===== src/rtl/pattern_scan_pkg.sv =====
// Shared encodings for the "101" scan controller and its Moore detector.
// Optional build macro: PSCAN_MSB_FIRST_EN (serialise MSB first).
package pattern_scan_pkg;

    typedef enum logic [1:0] {
        IDLE  = 2'd0,
        SHIFT = 2'd1,
        DRAIN = 2'd2,
        DONE  = 2'd3
    } ctrl_state_t;

    typedef enum logic [2:0] {
        S0 = 3'd0,
        S1 = 3'd1,
        S2 = 3'd2,
        S3 = 3'd3
    } det_state_t;

endpackage


===== src/rtl/pattern_scan_ctrl_seq101.sv =====
// Moore recogniser for overlapping "101"; Y is high only in S3.
// clr wins over en so a new job always starts from S0.
module seq101_moore
    import pattern_scan_pkg::*;
(
    input  logic clk,
    input  logic r,
    input  logic clr,
    input  logic en,
    input  logic X,
    output logic Y
);

    det_state_t state;
    det_state_t state_nx;

    always_ff @(posedge clk or negedge r) begin
        if (!r) begin
            state <= S0;
        end else begin
            state <= state_nx;
        end
    end

    always_comb begin
        state_nx = state;
        if (clr) begin
            state_nx = S0;
        end else if (en) begin
            case (state)
                S0:      state_nx = X ? S1 : S0;
                S1:      state_nx = X ? S1 : S2;
                S2:      state_nx = X ? S3 : S0;
                S3:      state_nx = X ? S1 : S2;
                default: state_nx = S0;
            endcase
        end
    end

    assign Y = (state == S3);

endmodule


===== src/rtl/pattern_scan_ctrl.sv =====
// Loads a word, streams it into the "101" detector and counts hits.
// Optional build macro: PSCAN_MSB_FIRST_EN (MSB first; default LSB first).
module pattern_scan_ctrl
    import pattern_scan_pkg::*;
#(
    parameter int W     = 8,
    parameter int CNT_W = 4
) (
    input  logic             clk,
    input  logic             r,
    input  logic             start,
    input  logic [W-1:0]     din,
    output logic             busy,
    output logic             done,
    output logic [CNT_W-1:0] hits,
    output logic             x_out,
    output logic             y_mon
);

    localparam int BC_W = $clog2(W);
    localparam logic [BC_W-1:0] LAST = BC_W'(W - 1);
    localparam logic [CNT_W-1:0] HMAX = '1;

    ctrl_state_t state;
    ctrl_state_t state_nx;

    logic [W-1:0]    shreg;
    logic [W-1:0]    shreg_nx;
    logic [BC_W-1:0] bitcnt;
    logic            accept;
    logic            det_clr;
    logic            det_en;
    logic            x_bit;

`ifdef PSCAN_MSB_FIRST_EN
    assign x_bit    = shreg[W-1];
    assign shreg_nx = {shreg[W-2:0], 1'b0};
`else
    assign x_bit    = shreg[0];
    assign shreg_nx = {1'b0, shreg[W-1:1]};
`endif

    always_comb begin
        state_nx = state;
        accept   = 1'b0;
        det_clr  = 1'b0;
        det_en   = 1'b0;
        case (state)
            IDLE: begin
                if (start) begin
                    state_nx = SHIFT;
                    accept   = 1'b1;
                    det_clr  = 1'b1;
                end
            end
            SHIFT: begin
                det_en = 1'b1;
                if (bitcnt == LAST) begin
                    state_nx = DRAIN;
                end
            end
            DRAIN:   state_nx = DONE;
            DONE:    state_nx = IDLE;
            default: state_nx = IDLE;
        endcase
    end

    // DRAIN still counts: it shows the match closed by the last bit.
    always_ff @(posedge clk or negedge r) begin
        if (!r) begin
            state  <= IDLE;
            shreg  <= '0;
            bitcnt <= '0;
            hits   <= '0;
        end else begin
            state <= state_nx;
            if (accept) begin
                shreg  <= din;
                bitcnt <= '0;
                hits   <= '0;
            end else begin
                if (state == SHIFT) begin
                    shreg  <= shreg_nx;
                    bitcnt <= bitcnt + 1'b1;
                end
                if (busy && y_mon && hits != HMAX) begin
                    hits <= hits + 1'b1;
                end
            end
        end
    end

    assign busy  = (state == SHIFT) || (state == DRAIN);
    assign done  = (state == DONE);
    assign x_out = (state == SHIFT) && x_bit;

    seq101_moore u_det (
        .clk (clk),
        .r   (r),
        .clr (det_clr),
        .en  (det_en),
        .X   (x_out),
        .Y   (y_mon)
    );

endmodule


===== config.mk =====
export PLATFORM = sky130hd
export DESIGN_NAME = pattern_scan_ctrl
export DESIGN_NICKNAME = d
export VERILOG_FILES = /design/src/rtl/pattern_scan_pkg.sv /design/src/rtl/pattern_scan_ctrl_seq101.sv /design/src/rtl/pattern_scan_ctrl.sv
export SDC_FILE = /design/constraint.sdc
export NUM_CORES = 1
export LEC_CHECK = 0
export CORE_MARGIN = 4
export CORE_UTILIZATION = 54
export CTS_CLUSTER_SIZE = 28
export DETAILED_ROUTE_END_ITERATION = 8
export PLACE_DENSITY = 0.83
export SYNTH_ARGS = -nofsm -noshare
export SYNTH_HDL_FRONTEND = slang
export SYNTH_SLANG_ARGS = --single-unit

===== constraint.sdc =====
create_clock -name clk -period 3.6 [get_ports clk]
set_input_delay 1.08 -clock clk [delete_from_list [all_inputs] [get_ports clk]]
set_output_delay 1.08 -clock clk [all_outputs]
set_load 0.005 [all_outputs]

* Word-level counts from Yosys, hierarchy flattened
Cells that the tools add are included.
** Word-level totals
- Register bits :: 20
- Output and inout bits :: 8
** Cells by class
- Add/sub/neg operators :: 2
- Eq/ne operators :: 10
- Mux-type cells :: 18
- Reductions and logical operators :: 11
** Operator list (count)
- 8-bit two-way mux :: 2
- 3-bit two-way mux :: 4
- 3-bit case mux with 3 select lines :: 1
- 2-bit two-way mux :: 4
- 4-bit two-way mux :: 2
- 2-bit case mux with 4 select lines :: 1
- 3-bit by 2-bit == test with 1-bit output, second input constant :: 2
- 2-bit nonzero test :: 3
- 4-bit by 1-bit adder with 4-bit output, second input constant :: 1
- 2-bit == test, second input constant :: 2
- 1-bit two-way mux :: 4
- 2-bit inequality test, second input constant :: 2
- 4-bit inequality test, second input constant :: 1
- 3-bit by 1-bit adder with 3-bit output, second input constant :: 1
- 3-bit by 1-bit == test with 1-bit output, second input constant :: 1
- 3-bit == test, second input constant :: 1
- 1-bit logical AND :: 3
- 3-bit zero test :: 1
- 2-bit by 1-bit == test with 1-bit output, second input constant :: 1
- 2-bit zero test :: 1
- 2-bit AND reduction :: 1
- 2-bit OR reduction :: 1
- 1-bit logical OR :: 1

* Depth between registers and ports, before layout
Gate-level depths: netlist of run 1.
- Depth after elaboration :: 6
- Depth in mapped cells :: 7
- Mapped depth without buffers :: 5

* Modules after synthesis
A second synthesis of run 1 with hierarchy kept.
** Second synthesis, totals
- Cells, all modules :: 94
- Area, all modules :: 979.7 µm²
** Modules (own cells, without submodules)
- pattern_scan_ctrl :: times used 1, cells each 84, area an instance 882.1 µm², seq. area each 425.4 µm²
- seq101_moore :: times used 1, cells each 10, area an instance 97.6 µm², seq. area each 50.0 µm²

* Least setup slack after synthesis of run 1
Ideal clock, no wire load.
- Kind :: register to output
- From :: reg state[1]
- To :: out x_out
- Arrival :: 831 ps
- Setup slack :: 1689 ps
- Stages on the path, launching flop included :: 4
- Path through :: dfrtp_1 inv_1 ha_1 and2_1
** On the way
- Cells in the longest elaborated chain, start to end :: 2
** RTL lines
- start: declaration :: RTL line pattern_scan_ctrl.sv:24 : ctrl_state_t state;
- start signal: assignment :: RTL line pattern_scan_ctrl.sv:76 : state <= state_nx;
- 2-bit by 1-bit == test with 1-bit output :: RTL line pattern_scan_ctrl.sv:95 : assign x_out = (state == SHIFT) && x_bit;
- 1-bit logical AND :: RTL line pattern_scan_ctrl.sv:95
- end: declaration :: RTL line pattern_scan_ctrl.sv:16 : output logic x_out,
No other way between the ends.

* Worst setup path after layout of run 1
Ends and elaborated chain as after synthesis.

==> impl_metrics.py, run 1 <==
metrics = {
    "power_and_ir_drop": {
        "p_per_area_nw_per_um2": 703,
        "p_leak_nw": 0.537,
        "peakVddDrop_uv": 387,
    },
    "synth": {
        "netlist.area_leader.share": 0.481,
        "synth_area_leader_cell": "dfrtp_1",
        "synth-edff-count": 0,
        "synth_xor_area_frac": 0.00886,
        "ys_async_sr_fraction": 1.00,
        "syn_area_um2": 988,
        "ys_types": 26,
        "ys_top_cells_by_area": "dfrtp_1 48%, ha_1 10%, mux2i_1 10%",
        "syn_avg_cell_area_um2": 10.5,
        "yosysSeqAreaShare": 0.481,
        "synth_seq_cells": 19,
        "syn_inst": 94,
        "synth.area.mux_share": 0.113,
        "synth_compound_area_frac": 0.111,
        "synth_top_family_by_area": "simple AND/OR/NAND/NOR gates",
        "syn_nets": 113,
        "yosys_warnings": 0,
        "synth_flop_cell": "dfrtp_1",
        "synth-adder-area-share": 0.101,
        "synth-simple-area-share": 0.147,
    },
    "route": {
        "detail_route.vias_per_cell": 5.18,
        "num_vias": 715,
        "wire_per_inst_um": 13.1,
        "drtIter0Drc": 14,
        "postRouteWirelength_mm": 1.81,
        "drcViolationCount": 0,
        "drt_pre_antenna_iters": 4,
        "ant_nets": 0,
    },
    "timing": {
        "finalSetupViolations": 0,
        "hold_violations": 0,
        "relSlewSlack": 0.439,
        "slew_viol_final": 0,
        "finalCritPeriodShare": 0.822,
        "rsz0062_at_grt": "no",
        "fmax_mhz": 338,
        "timing.setup.tns_ns": 0,
        "skew_ns": 0.00180,
        "layout_min_cycle_time_ns": 2.96,
        "max_slew.worst_pin.slew_ns": 0.838,
    },
    "clock_tree": {
        "cts_root_buf": "clkbuf_4",
        "clock_latency_ns": 0.29,
        "cts_tree": "built",
        "path_clk_slew_ns": 0.10,
        "cts.path.max_buffers": 2,
        "htree_num_levels": 1,
        "clkSinkCount": 19,
        "post_cts_resized": 0,
        "numCtsBuffers": 3,
        "postCtsSetupBuffers": 0,
        "ctsHoldBuffers": 0,
    },
    "layout": {
        "area_delta_synth_final_pct": 23.0,
        "post-route-util": 0.704,
        "fin_nets": 133,
        "drive_gt1_frac": 0.0973,
        "antenna_cells": 0,
    },
    "grt": {
        "grt_start_max_net_pins": 25,
        "grt.met1_usage": 0.210,
        "grt_antenna_before_repair": 0,
        "grt_pass1_vias": 723,
        "grt_overflow_total": 0,
        "grt_pass1_wl_mm": 3.22,
        "met3_usage": 0.0445,
        "grt_use_met2": 0.272,
        "grt_use_total": 0.165,
        "busiest_layer": "met2",
    },
    "placement": {
        "routabilityCongestion": 0.714,
        "port_buffers": 18,
        "hpwlAfterDp_mm": 1.37,
    },
    "floorplan": {
        "rows": 15,
        "initial_core_util": 0.572,
        "io_pins": 19,
        "die_h_um": 50.8,
        "coreArea_um2": 1730,
        "die_area_um2": 2580,
        "die_w_um": 50.8,
    },
    "worst_setup_path": {
        "worst_setup_path_start_kind": "register",
        "cp-end-kind": "output port",
        "crit_type": "register to output port",
        "arrival_ns": 1.88,
        "critPathRequiredTime_ns": 2.52,
        "crit_path_max_fanout": 13,
    },
    "worst_hold_path": {
        "holdCritPathClass": "register to register",
    },
    "run_status": {
        "status": "complete, no violations",
    },
    "flow_run": {
        "max_cap_violations": 0,
    },
}
==> area by class of cell <==
class	count	area [um2]
fill	140	510
timing repair buffer	19	188
clock inverter	1	5.00
clock buffer	3	22.5
inverter	5	18.8
multi-input combinational	66	475
sequential	19	475
tap	25	31.3
==> layout by cell type (no fill, tap or decap) <==
cell and n:
ha_1 8, a21oi_1 4, xnor2_1 1, o22ai_1 1
nor2_1 5, and2_2 1, o41ai_1 1, or3b_1 1
dfrtp_1 19, and2_1 2, clkinv_2 1, nand2_1 10
inv_1 5, buf_4 1, and2b_2 1, or3_1 2
a21oi_2 1, nand3_1 2, and3_4 1, o311ai_0 1
o31ai_1 1, clkdlybuf4s50_1 18, o21ai_0 10, clkbuf_4 3
mux2i_1 10, mux2_2 1, nand3b_1 1, nand3_2 1
==> registers in the layout, summed over array words and instances (netlist names) <==
signal and flops:
shreg 8, hits 4, bitcnt 3, state 2, u_det.state 2
==> routing by layer <==
metal	wire, um	part of all wire	vias up
met4	38	0.021	0
met2	906	0.50	16
met3	75	0.042	6
li1	-	-	364
met1	787	0.44	329
met5	0	0	-
==> cell usage after synthesis (2+ instances only) <==
cell type / instances
mux2i_1: 10
or3_1: 2
and2_1: 2
nand3_1: 2
buf_2: 3
inv_1: 5
nor2_1: 5
o21ai_0: 10
a21oi_1: 4
ha_1: 8
dfrtp_1: 19
nand2_1: 10
==> critical path: stages (launching register included) <==
cell	delay (ns)
dfrtp_1	0.44
inv_1	0.11
ha_1	0.15
buf_4	0.22
and2_1	0.18
clkdlybuf4s50_1	0.50
==> path summary, 6_finish.rpt <==
path | to | slack (ns) | start | cells after the start
min in group asynchronous | shreg[0]$_DFFE_PN0P_ | 1.26 | r | 1
hold / removal | shreg[7]$_DFFE_PN0P_ | 0.52 | shreg[7]$_DFFE_PN0P_ | 2
setup reg to reg | state[1]$_DFFE_PN0P_ | 1.79 | state[1]$_DFFE_PN0P_ | 6
max in group asynchronous | hits[1]$_DFFE_PN0P_ | 1.82 | r | 1
setup / recovery | x_out | 0.64 | state[1]$_DFFE_PN0P_ | 5
hold reg to reg | shreg[7]$_DFFE_PN0P_ | 0.52 | shreg[7]$_DFFE_PN0P_ | 2
==> logic make-up after synthesis <==
group / count (synthesis)
buffers and inverters: 9
xor gates and xnor gates: 1
DFF: 19
muxes: 11
AOI/OAI and AO/OA: 19
adders and majority gates: 8
and+or+nand+nor: 27
==> through the flow <==
stage	hold slack [ns]	setup WS, ns	std cells	power, mW	cell area (um2)
after global placement	0.496	1.02	134	0.734	1190
after global routing	0.550	0.547	138	0.941	1220
final	0.525	0.642	138	0.856	1220
after floorplan	0.466	1.69	94	0.623	988
after CTS	0.528	0.617	138	0.868	1220
after detailed placement	0.500	0.956	134	0.762	1190
==> where the power goes <==
| part | total [mW] | switching [mW] | leakage [nW] | internal [mW] |
|---|---|---|---|---|
| Combinational | 0.390 | 0.191 | 0.275 | 0.200 |
| Clock | 0.103 | 0.0620 | 0.0177 | 0.0412 |
| Sequential | 0.362 | 0.0618 | 0.245 | 0.300 |
No activity file was read; power rests on OpenSTA's default activity.
==> inputs of run 2 (changes only) <==
--- a/config.mk
+++ b/config.mk
@@ -6,10 +6,10 @@
 export NUM_CORES = 1
 export LEC_CHECK = 0
 export CORE_MARGIN = 4
-export CORE_UTILIZATION = 54
+export CORE_UTILIZATION = 45
 export CTS_CLUSTER_SIZE = 28
 export DETAILED_ROUTE_END_ITERATION = 8
-export PLACE_DENSITY = 0.83
+export PLACE_DENSITY = 0.74
 export SYNTH_ARGS = -nofsm -noshare
 export SYNTH_HDL_FRONTEND = slang
 export SYNTH_SLANG_ARGS = --single-unit
==> constraint.sdc (replaced) <==
create_clock -name clk -period 2.4 [get_ports clk]
set_input_delay 0.72 -clock clk [delete_from_list [all_inputs] [get_ports clk]]
set_output_delay 0.72 -clock clk [all_outputs]
set_load 0.005 [all_outputs]
==> impl_metrics.py, run 2 (synthesis gave the netlist of run 1 again) <==
metrics = {
    "run_status": {
        "status": "complete, no violations",
    },
    "worst_setup_path": {
        "crit_path_start": "state[0]$_DFFE_PN0P_",
        "crit_type": "register to output port",
        "path_cells": "inv_1 -> ha_1 -> clkdlybuf4s50_1",
        "crit_family": "buffers and inverters",
        "cpMaxStageDelayCell": "clkdlybuf4s50_1",
        "slowest_delay_ns": 0.51,
        "arrival_ns": 1.65,
        "critPathRequiredTime_ns": 1.68,
        "critPathBufInv": 2,
        "crit_cells": 3,
        "worst_setup_path_start_kind": "register",
        "rr_endpoint": "state[1]$_DFFE_PN0P_",
        "crit_path_max_fanout": 4,
        "r2r-start": "state[1]$_DFFE_PN0P_",
        "ff2ff_setup_slack_ns": 0.60,
        "worst_r2r_path_depth": 6,
        "endpoint": "busy",
        "cp-end-kind": "output port",
    },
    "layout": {
        "layout_common_cells": "19 x dfrtp_1, 18 x clkdlybuf4s50_1, 10 x mux2i_1, 10 x o21ai_0, 10 x nand2_1",
        "fin_nets": 137,
        "layout_commonest_cell": "dfrtp_1",
        "drive_gt1_frac": 0.128,
        "reg_top3": "shreg: 8 flops, hits: 4 flops, bitcnt: 3 flops",
        "regMostFlops": "shreg",
        "area_delta_synth_final_pct": 26.5,
        "antenna_cells": 0,
        "largest_reg_flops": 8,
    },
    "route": {
        "drtIter0Drc": 10,
        "drt_pre_antenna_iters": 4,
        "wire_per_inst_um": 13.4,
        "ant_nets": 0,
        "num_vias": 749,
        "postRouteWirelength_mm": 1.93,
        "drcViolationCount": 0,
        "detail_route.vias_per_cell": 5.20,
    },
    "timing": {
        "finalCritPeriodShare": 0.988,
        "hold_violations": 0,
        "hold_ws_ns": 0.532,
        "fmax_mhz": 422,
        "slew_viol_final": 0,
        "skew_ns": 0.00378,
        "finalSetupViolations": 0,
        "rsz0062_at_grt": "yes",
        "timing.final.ws_setup_ns": 0.0277,
        "max_slew.worst_pin.slew_ns": 0.311,
        "relSlewSlack": 0.790,
        "layout_min_cycle_time_ns": 2.37,
    },
    "power_and_ir_drop": {
        "p_leak_nw": 0.556,
        "p_total_mw": 1.33,
        "peakVddDrop_uv": 579,
        "p_per_area_nw_per_um2": 1070,
    },
    "floorplan": {
        "io_pins": 19,
        "die_area_um2": 3010,
        "rows": 16,
        "die_h_um": 54.9,
        "die_w_um": 54.9,
        "initial_core_util": 0.489,
        "coreArea_um2": 2020,
    },
    "worst_hold_path": {
        "holdCritPathClass": "register to register",
    },
    "clock_tree": {
        "htree_num_levels": 1,
        "numCtsBuffers": 3,
        "clock_latency_ns": 0.30,
        "ctsHoldBuffers": 0,
        "path_clk_slew_ns": 0.11,
        "cts.path.max_buffers": 2,
        "clkSinkCount": 19,
        "cts_root_buf": "clkbuf_4",
        "cts_tree": "built",
    },
    "grt": {
        "grt_pass1_vias": 689,
        "grt_overflow_total": 0,
        "grt_start_max_net_pins": 20,
        "grt_use_total": 0.148,
        "grt_antenna_before_repair": 0,
        "grt_pass1_wl_mm": 3.06,
    },
    "placement": {
        "post-place-ws_ns": 0.363,
        "routabilityCongestion": 0.722,
        "port_buffers": 18,
        "hpwlAfterDp_mm": 1.39,
    },
    "flow_run": {
        "max_cap_violations": 0,
    },
}
[run 2: changes by cell type in the layout (fill, tap and decap cells not counted), sizes merged]
cell,previous run,this run
buf,1,5
clkinv,1,0
clkbuf,3,4
[run 2: through the flow]
| step | instance area (um2) | setup TNS (ns) | std cells | util |
|---|---|---|---|---|
| after global placement | 1210 | 0 | 139 | 0.600 |
| after CTS | 1240 | 0 | 143 | 0.613 |
| after detailed placement | 1210 | 0 | 139 | 0.600 |
| after floorplan | 988 | 0 | 94 | - |
| final | 1250 | 0 | 144 | 0.618 |
| after global routing | 1250 | -0.0953 | 144 | 0.618 |
[run 2: final cells by class]
cell class | count | area (um2)
Clock buffer | 4 | 26.3
Fill cell | 172 | 772
Inverter | 5 | 18.8
Multi-Input combinational cell | 66 | 478
Sequential cell | 19 | 475
Tap cell | 27 | 33.8
Timing Repair Buffer | 23 | 218
[run 2: how the worst min path moves through the flow]
stage                         start               endpoint  slack (ns)  depth (start not counted)
2_1_floorplan                     r  bitcnt[0]$_DFFE_PN0P_        0.42                          0
4_1_cts        shreg[7]$_DFFE_PN0P_   shreg[7]$_DFFE_PN0P_        0.53                          2
3_3_place_gp   shreg[7]$_DFFE_PN0P_   shreg[7]$_DFFE_PN0P_        0.50                          2
3_5_place_dp   shreg[7]$_DFFE_PN0P_   shreg[7]$_DFFE_PN0P_        0.50                          2
6_report       shreg[7]$_DFFE_PN0P_   shreg[7]$_DFFE_PN0P_        0.53                          2
5_1_grt        shreg[7]$_DFFE_PN0P_   shreg[7]$_DFFE_PN0P_        0.55                          2
[run 2: power breakdown]
part	internal, mW	switching [mW]
logic	0.330	0.300
registers	0.450	0.0900
clock network	0.0648	0.0986
total	0.845	0.489
[run 2: worst min-delay path, delay by kind of cell (launching register included)]
kind | cells | cell delay (ns)
and+or+nand+nor | 2 | 0.15
DFF | 1 | 0.36
[run 2: repair_timing]
action,CTS,global route
setup buffers,0,1
endpoints found under the setup margin,0,2
gates resized for setup,0,1
[run 2: metal layers]
metal,part of all wire,vias to the layer above,GRT usage
li1,-,368,-
met1,0.47,364,0.184
met2,0.47,12,0.234
met3,0.034,5,0.0245
met4,0.026,0,0.0996
met5,0,-,0
==> inputs of run 3 (changes only) <==
--- a/config.mk
+++ b/config.mk
@@ -10,6 +10,7 @@
 export CTS_CLUSTER_SIZE = 28
 export DETAILED_ROUTE_END_ITERATION = 8
 export PLACE_DENSITY = 0.74
+export SLEW_MARGIN = 20
 export SYNTH_ARGS = -nofsm -noshare
 export SYNTH_HDL_FRONTEND = slang
 export SYNTH_SLANG_ARGS = --single-unit
==> results of run 3 <==
The final DEF is identical to that of run 2; final timing and power are the same.
